### src/rtl/fmap_stream_src.sv
// Feature-map streaming source: raster-scans one map out of a sync-read memory,
// inserts zero padding rings and paces the stream with a one-entry skid register.
module fmap_stream_src #(
    parameter int N          = 8,
    parameter int INPUT_SIZE = 6,
    parameter int PADDING    = 0,
    parameter int ADDR_W     = 10
) (
    input  logic              clk,
    input  logic              rst,
    input  logic              start,
    input  logic [ADDR_W-1:0] base_addr,
    input  logic              ce,
    output logic              mem_rd_en,
    output logic [ADDR_W-1:0] mem_rd_addr,
    input  logic [N-1:0]      mem_rd_data,
    output logic [N-1:0]      pix_dout,
    output logic              pix_vld,
    output logic              pix_last,
    output logic              busy,
    output logic              done
);

    localparam int OUT = INPUT_SIZE + 2 * PADDING;
    localparam int CW  = $clog2(OUT + 1);
    localparam logic [CW-1:0] LAST_IDX = CW'(OUT - 1);

    typedef enum logic [1:0] {
        S_IDLE,
        S_RUN,
        S_DRAIN,
        S_DONE
    } state_t;

    state_t            state_q, state_d;
    logic [CW-1:0]     row_q, row_d;
    logic [CW-1:0]     col_q, col_d;
    logic [ADDR_W-1:0] addr_q, addr_d;
    logic              pend_q, pend_d;
    logic              pend_pad_q, pend_pad_d;
    logic              pend_last_q, pend_last_d;
    logic              hold_full_q, hold_full_d;
    logic [N-1:0]      hold_data_q, hold_data_d;
    logic              hold_last_q, hold_last_d;

    logic         issue;
    logic         interior;
    logic         last_pos;
    logic         emit;
    logic         emit_last;
    logic [N-1:0] cur_pix;
    logic [N-1:0] emit_pix;

    always_comb begin
        issue     = (state_q == S_RUN) && ce;
        interior  = (int'(row_q) >= PADDING) && (int'(row_q) < PADDING + INPUT_SIZE)
                 && (int'(col_q) >= PADDING) && (int'(col_q) < PADDING + INPUT_SIZE);
        last_pos  = (row_q == LAST_IDX) && (col_q == LAST_IDX);
        cur_pix   = pend_pad_q ? '0 : mem_rd_data;
        // A full hold register always drains first when ce returns
        emit      = ce && (hold_full_q || pend_q);
        emit_pix  = hold_full_q ? hold_data_q : cur_pix;
        emit_last = hold_full_q ? hold_last_q : pend_last_q;
    end

    always_comb begin
        state_d     = state_q;
        row_d       = row_q;
        col_d       = col_q;
        addr_d      = addr_q;
        pend_d      = issue;
        pend_pad_d  = !interior;
        pend_last_d = last_pos;
        hold_full_d = hold_full_q;
        hold_data_d = hold_data_q;
        hold_last_d = hold_last_q;

        if (ce) begin
            hold_full_d = 1'b0;
        end else if (pend_q) begin
            hold_full_d = 1'b1;
            hold_data_d = cur_pix;
            hold_last_d = pend_last_q;
        end

        case (state_q)
            S_IDLE: begin
                if (start) begin
                    state_d = S_RUN;
                    row_d   = '0;
                    col_d   = '0;
                    addr_d  = base_addr;
                end
            end
            S_RUN: begin
                if (ce) begin
                    // Interior reads are contiguous, so the address just counts up
                    if (interior) addr_d = addr_q + 1'b1;
                    if (col_q == LAST_IDX) begin
                        col_d = '0;
                        row_d = row_q + 1'b1;
                    end else begin
                        col_d = col_q + 1'b1;
                    end
                    if (last_pos) state_d = S_DRAIN;
                end
            end
            S_DRAIN: begin
                if (emit && emit_last) state_d = S_DONE;
            end
            S_DONE: begin
                state_d = S_IDLE;
            end
            default: state_d = S_IDLE;
        endcase
    end

    always_ff @(posedge clk or posedge rst) begin
        if (rst) begin
            state_q     <= S_IDLE;
            row_q       <= '0;
            col_q       <= '0;
            addr_q      <= '0;
            pend_q      <= 1'b0;
            pend_pad_q  <= 1'b0;
            pend_last_q <= 1'b0;
            hold_full_q <= 1'b0;
            hold_data_q <= '0;
            hold_last_q <= 1'b0;
        end else begin
            state_q     <= state_d;
            row_q       <= row_d;
            col_q       <= col_d;
            addr_q      <= addr_d;
            pend_q      <= pend_d;
            pend_pad_q  <= pend_pad_d;
            pend_last_q <= pend_last_d;
            hold_full_q <= hold_full_d;
            hold_data_q <= hold_data_d;
            hold_last_q <= hold_last_d;
        end
    end

    always_comb begin
        mem_rd_en   = issue && interior;
        mem_rd_addr = mem_rd_en ? addr_q : '0;
        pix_vld     = emit;
        pix_dout    = emit ? emit_pix : '0;
        pix_last    = emit && emit_last;
        busy        = (state_q == S_RUN) || (state_q == S_DRAIN);
        done        = (state_q == S_DONE);
    end

endmodule
### config.mk
export PLATFORM = sky130hd
export DESIGN_NAME = fmap_stream_src
export DESIGN_NICKNAME = d
export VERILOG_FILES = /design/src/rtl/fmap_stream_src.sv
export SDC_FILE = /design/constraint.sdc
export NUM_CORES = 1
export LEC_CHECK = 0
export ABC_AREA = 1
export CAP_MARGIN = 20
export CORE_MARGIN = 3
export CORE_UTILIZATION = 45
export CTS_CLUSTER_SIZE = 16
export DETAILED_ROUTE_END_ITERATION = 8
export PLACE_DENSITY = 0.73
export SLEW_MARGIN = 20
export SYNTH_ARGS = -nofsm -noshare
export SYNTH_HDL_FRONTEND = slang
export SYNTH_SLANG_ARGS = --single-unit
### constraint.sdc
create_clock -name clk -period 2 [get_ports clk]
set_input_delay 0.4 -clock clk [delete_from_list [all_inputs] [get_ports clk]]
set_output_delay 0.4 -clock clk [all_outputs]
set_load 0.02 [all_outputs]
-- Word level (Yosys, flattened, before mapping)
Cells that the tools add are included.
- bits in registers: 31
- input bits: 22
- output and inout bits: 23
- logic and storage cells: 67
- add/sub/neg operators: 3
- $lt $le $gt $ge: 2
- equal/unequal tests: 11
- muxes and demuxes: 23
- bitwise logic cells: 1
- reductions and logical operators: 17
- operators by type and width (kind ; count):
    $mux W10 ; 4
    $mux W8 ; 3
    $pmux W10 S2 ; 1
    $mux W3 ; 5
    $pmux W3 S2 ; 2
    $reduce_and A4 Y1 ; 3
    $add A10 B1 Y10 const B ; 1
    $ne A2 B2 Y1 const B ; 5
    $mux W2 ; 4
    $pmux W2 S4 ; 1
    $add A3 B1 Y3 const B ; 2
    $eq A3 B3 Y1 const B ; 2
    $logic_and A1 B1 Y1 ; 6
    $lt A3 B3 Y1 const B ; 2
    $eq A2 B2 Y1 const B ; 2
    $reduce_bool A2 Y1 ; 2
    $mux W1 ; 3
    $reduce_and A3 Y1 ; 1
    $eq A2 B1 Y1 const B ; 1
    $logic_not A2 Y1 ; 1
    $logic_or A1 B1 Y1 ; 2
    $ne A2 B1 Y1 const B ; 1
    $reduce_and A2 Y1 ; 1
    $logic_not A1 Y1 ; 1
    $not A1 Y1 ; 1

-- Longest topological paths before layout
- word-level depth: 5
- mapped depth: 12
- depth with buffers taken out: 10

-- Worst setup path before layout
No wires, ideal clock.
- path type: flip-flop to output port
- start point: register state_q[1]
- end point: output port mem_rd_addr[0]
- arrival time: 1.626 ns
- data required time: 1.600 ns
- setup slack: -0.026 ns
- stages on the path, launching flop included: 8
- path buffers: 1
- path through: dfrtp_1 inv_1 ha_1 buf_6 nand2_1 nor2_1 inv_2 nor2_1
- cells in the longest elaborated chain, start to end: 4
- RTL lines (element ; RTL line ; text):
    start, declared ; 35 ; state_t state_q, state_d;
    start signal, assigned ; 131 ; state_q <= state_d;
    $eq A2 B1 Y1 ; 55 ; issue = (state_q == S_RUN) && ce;
    $logic_and A1 B1 Y1 ; 55 ;
    $logic_and A1 B1 Y1 ; 145 ; mem_rd_en = issue && interior;
    via mem_rd_en ; 14 ; output logic mem_rd_en,
    $mux W10 ; 146 ; mem_rd_addr = mem_rd_en ? addr_q : '0;
    end, declared ; 15 ; output logic [ADDR_W-1:0] mem_rd_addr,
The timed path passes the listed nets, and every way through them passes these cells.

-- Worst setup path after layout
- start point: register state_q[0]
- end point: output port done
- cells in the longest elaborated chain, start to end: 1
- RTL lines (element ; RTL line ; text):
    $eq A2 B2 Y1 ; 151 ; done = (state_q == S_DONE);
    end, declared ; 21 ; output logic done
Every way passes these cells.

==> flow_summary.toml <==
[clock_network]
clock_latency_ns = 0.29
clock-sinks = 31
cts_root_buf = "clkbuf_8"
numCtsBuffers = 5
max-clock-path-buffers = 2
htreeDepth = 2
holdBufCountCts = 0
postCtsSetupBuffers = 0
cts_tree = "yes"
clkSlewWorstSetupHoldPaths_ns = 0.07

[yosys]
synthFlopType = "dfrtp_1"
yosys.area.top_type = "dfrtp_1"
synth.avg_cell_area_um2 = 7.04
synth_seq_area_share_pct = 40.2
syn-instance-count = 274
synth-seq-cells = 31
synth.most_common_cell = "nand2_1"
synth_fp_nets = 304
yosysWarningCount = 0
synth_area_leaders = "dfrtp_1 40%, nand2_1 17%, o21ai_0 7.5%, nor2_1 6.8%, inv_1 5.6%"
syn_area_mm2 = 0.00193
synth_edf_count = 0
ys_types = 25
synthArstFlopShare_pct = 100
yosysTopAreaCellShare_pct = 40.2
ys_top_cells_by_count = "85 x nand2_1, 35 x nor2_1, 31 x dfrtp_1"

[final_layout]
synthToLayoutAreaGrowth_pct = 34.2
drive_above_1_share_pct = 22.0
num-fill-cells = 379
n_antenna_cell = 0
instances_no_fill = 391
nNetsFinal = 370

[pwr]
p_clk_share_pct = 17.6
p_total_w = 0.00353
intPower_w = 0.00194
p_per_area_mw_per_mm2 = 1360
p_leak_nw = 1.37
power_frac_comb_pct = 51.6
ir_drop_v = 0.000669
p_sw_w = 0.00159
seqPwrFrac_pct = 30.8
switching_share_pct = 45.1

[global_route]
grt_pass1_vias = 1768
groute.usage.overall_pct = 18.5
grt_first_pass_wirelength_um = 7590
antenna_found_initial = 0
grt_start_max_net_pins = 32
grt-ovfl-total = 0

[worst_setup_path]
crit_required_ns = 1.60
cp.arrival_ns = 1.52
r2r_start = "state_q[1]"
worst-setup-path-type = "register to output port"
startpoint = "state_q[0]"
start_kind = "register"
critPathCaptureType = "output port"
rr_endpoint = "addr_q[1]"
cp_max_fo = 3
r2r_cells = 10
r2r_slack_ns = 0.24

[status]
status = "finished clean"

[routing]
num_vias = 1876
drc = 0
vias_per_cell = 4.80
routed_wl_um = 4370
postRouteAntennaNets = 0
dr.pass1.iters = 4
drt_iter0_drc = 118
wl_per_cell_um = 11.2

[floorplan]
initial_utilization_pct = 47.5
die_area_mm2 = 0.00511
die_w_um = 71.5
io_pins = 45
die_h_um = 71.5
num_rows = 23
core_mm2 = 0.00406

[timing]
max_slew_margin_pct = 73.8
min_period_ns = 1.92
final.setup_skew_ns = 0.00555
tightest_slew_ns = 0.393
setup_violations = 0
grt_setup_unrepaired = "no"
fmax_mhz = 521
final_max_slew_viol_count = 0
finalCritPeriodShare_pct = 96.0
hold_viol = 0

[worst_hold_path]
hold_class = "register to register"
whs_endpoint = "hold_data_q[1]"
min_delay_path_depth = 2
min_from = "hold_data_q[1]"

[placed_design]
placedCellCount = 383
hpwl_um = 3150
gp_congestion = 0.799
numPortBuffers = 44

[flow_run]
cap_violations = 0
power groups by stage:
| stage | sequential, W | clock, W | combinational [W] |
|---|---|---|---|
| after floorplan | 0.00105 | 0 | 0.00138 |
| after global placement | 0.00109 | 0 | 0.00184 |
| after detailed placement | 0.00109 | 0 | 0.00189 |
| after CTS | 0.00109 | 0.000632 | 0.00183 |
| after global routing | 0.00113 | 0.000656 | 0.00209 |
| final | 0.00109 | 0.000621 | 0.00182 |
area by class of cell:
class / instances / area [um2] / area share, %
Inverter: 36 / 143 / 5.51
Sequential cell: 31 / 776 / 30.0
Tap cell: 50 / 62.6 / 2.42
Multi-Input combinational cell: 201 / 983 / 38.0
Timing Repair Buffer: 65 / 513 / 19.8
Clock buffer: 5 / 68.8 / 2.66
Clock inverter: 3 / 43.8 / 1.69
state kept, by name, summed over array words and instances (netlist names):
signal and flops:
col_q 3, state_q 2, hold_data_q 8, hold_last_q 1, hold_full_q 1, addr_q 10, pend_q 1, pend_pad_q 1
pend_last_q 1, row_q 3
layout by cell type (no fill, tap or decap), types with 2 or more instances in the layout:
master and instances:
a21oi_1 9, buf_2 14, buf_4 26, clkbuf_8 5, clkdlybuf4s50_1 21, clkinv_4 2, dfrtp_1 31, dlygate4sd2_1 3
ha_1 7, inv_1 29, inv_2 4, nand2_1 84, nand2_2 4, nand3_1 15, nand4_1 3, nor2_1 33
nor2_2 6, o21ai_0 29, o21ai_2 2, or2_2 3
routing by layer:
metal / GRT usage (%) / up-vias / wire (um)
met1: 23.7 / 843 / 2060
li1: - / 989 / -
met4: 8.14 / 0 / 76
met3: 3.65 / 8 / 203
met2: 30.4 / 36 / 2030
met5: 0 / - / 0
repair_timing:
item,4_1_cts,5_1_grt
resized for setup,85,7
pin swaps,0,1
hold endpoints to repair,0,0
setup endpoints to repair,22,11
stage by stage:
step / hold slack (ns) / TNS [ns] / util (%) / setup slack, ns / area [um2]
after global routing: 0.506 / 0 / 63.8 / 0.00720 / 2590
after floorplan: 0.448 / 0 / - / 0.0959 / 1930
after global placement: 0.467 / -8.13 / 62.8 / -0.414 / 2550
after CTS: 0.488 / 0 / 63.3 / 0.00869 / 2570
after detailed placement: 0.471 / -8.50 / 62.8 / -0.472 / 2550
final: 0.483 / 0 / 63.8 / 0.0793 / 2590
worst max path at each step:
stage | endpoint | slack, ns | cells after the start
2_1_floorplan | mem_rd_addr[0] | 0.1 | 7
3_3_place_gp | pix_dout[4] | -0.41 | 7
3_5_place_dp | pix_dout[2] | -0.47 | 7
4_1_cts | mem_rd_addr[3] | 0.009 | 7
5_1_grt | mem_rd_en | 0.007 | 6
6_report | done | 0.08 | 3
cell families after synthesis:
family / synth area share, %
xor gates and xnor gates: 0.454
AOI/OAI and AO/OA: 10.8
and+or+nand+nor: 33.8
adders and majority gates: 5.19
buffers and inverters: 9.60
DFF: 40.2
critical path, stage by stage, from the launching register on:
cell,delay [ns]
dfrtp_1,0.38
buf_4,0.14
ha_1,0.18
clkdlybuf4s50_1,0.53
Note: power is estimated with default switching activity, not from simulation.
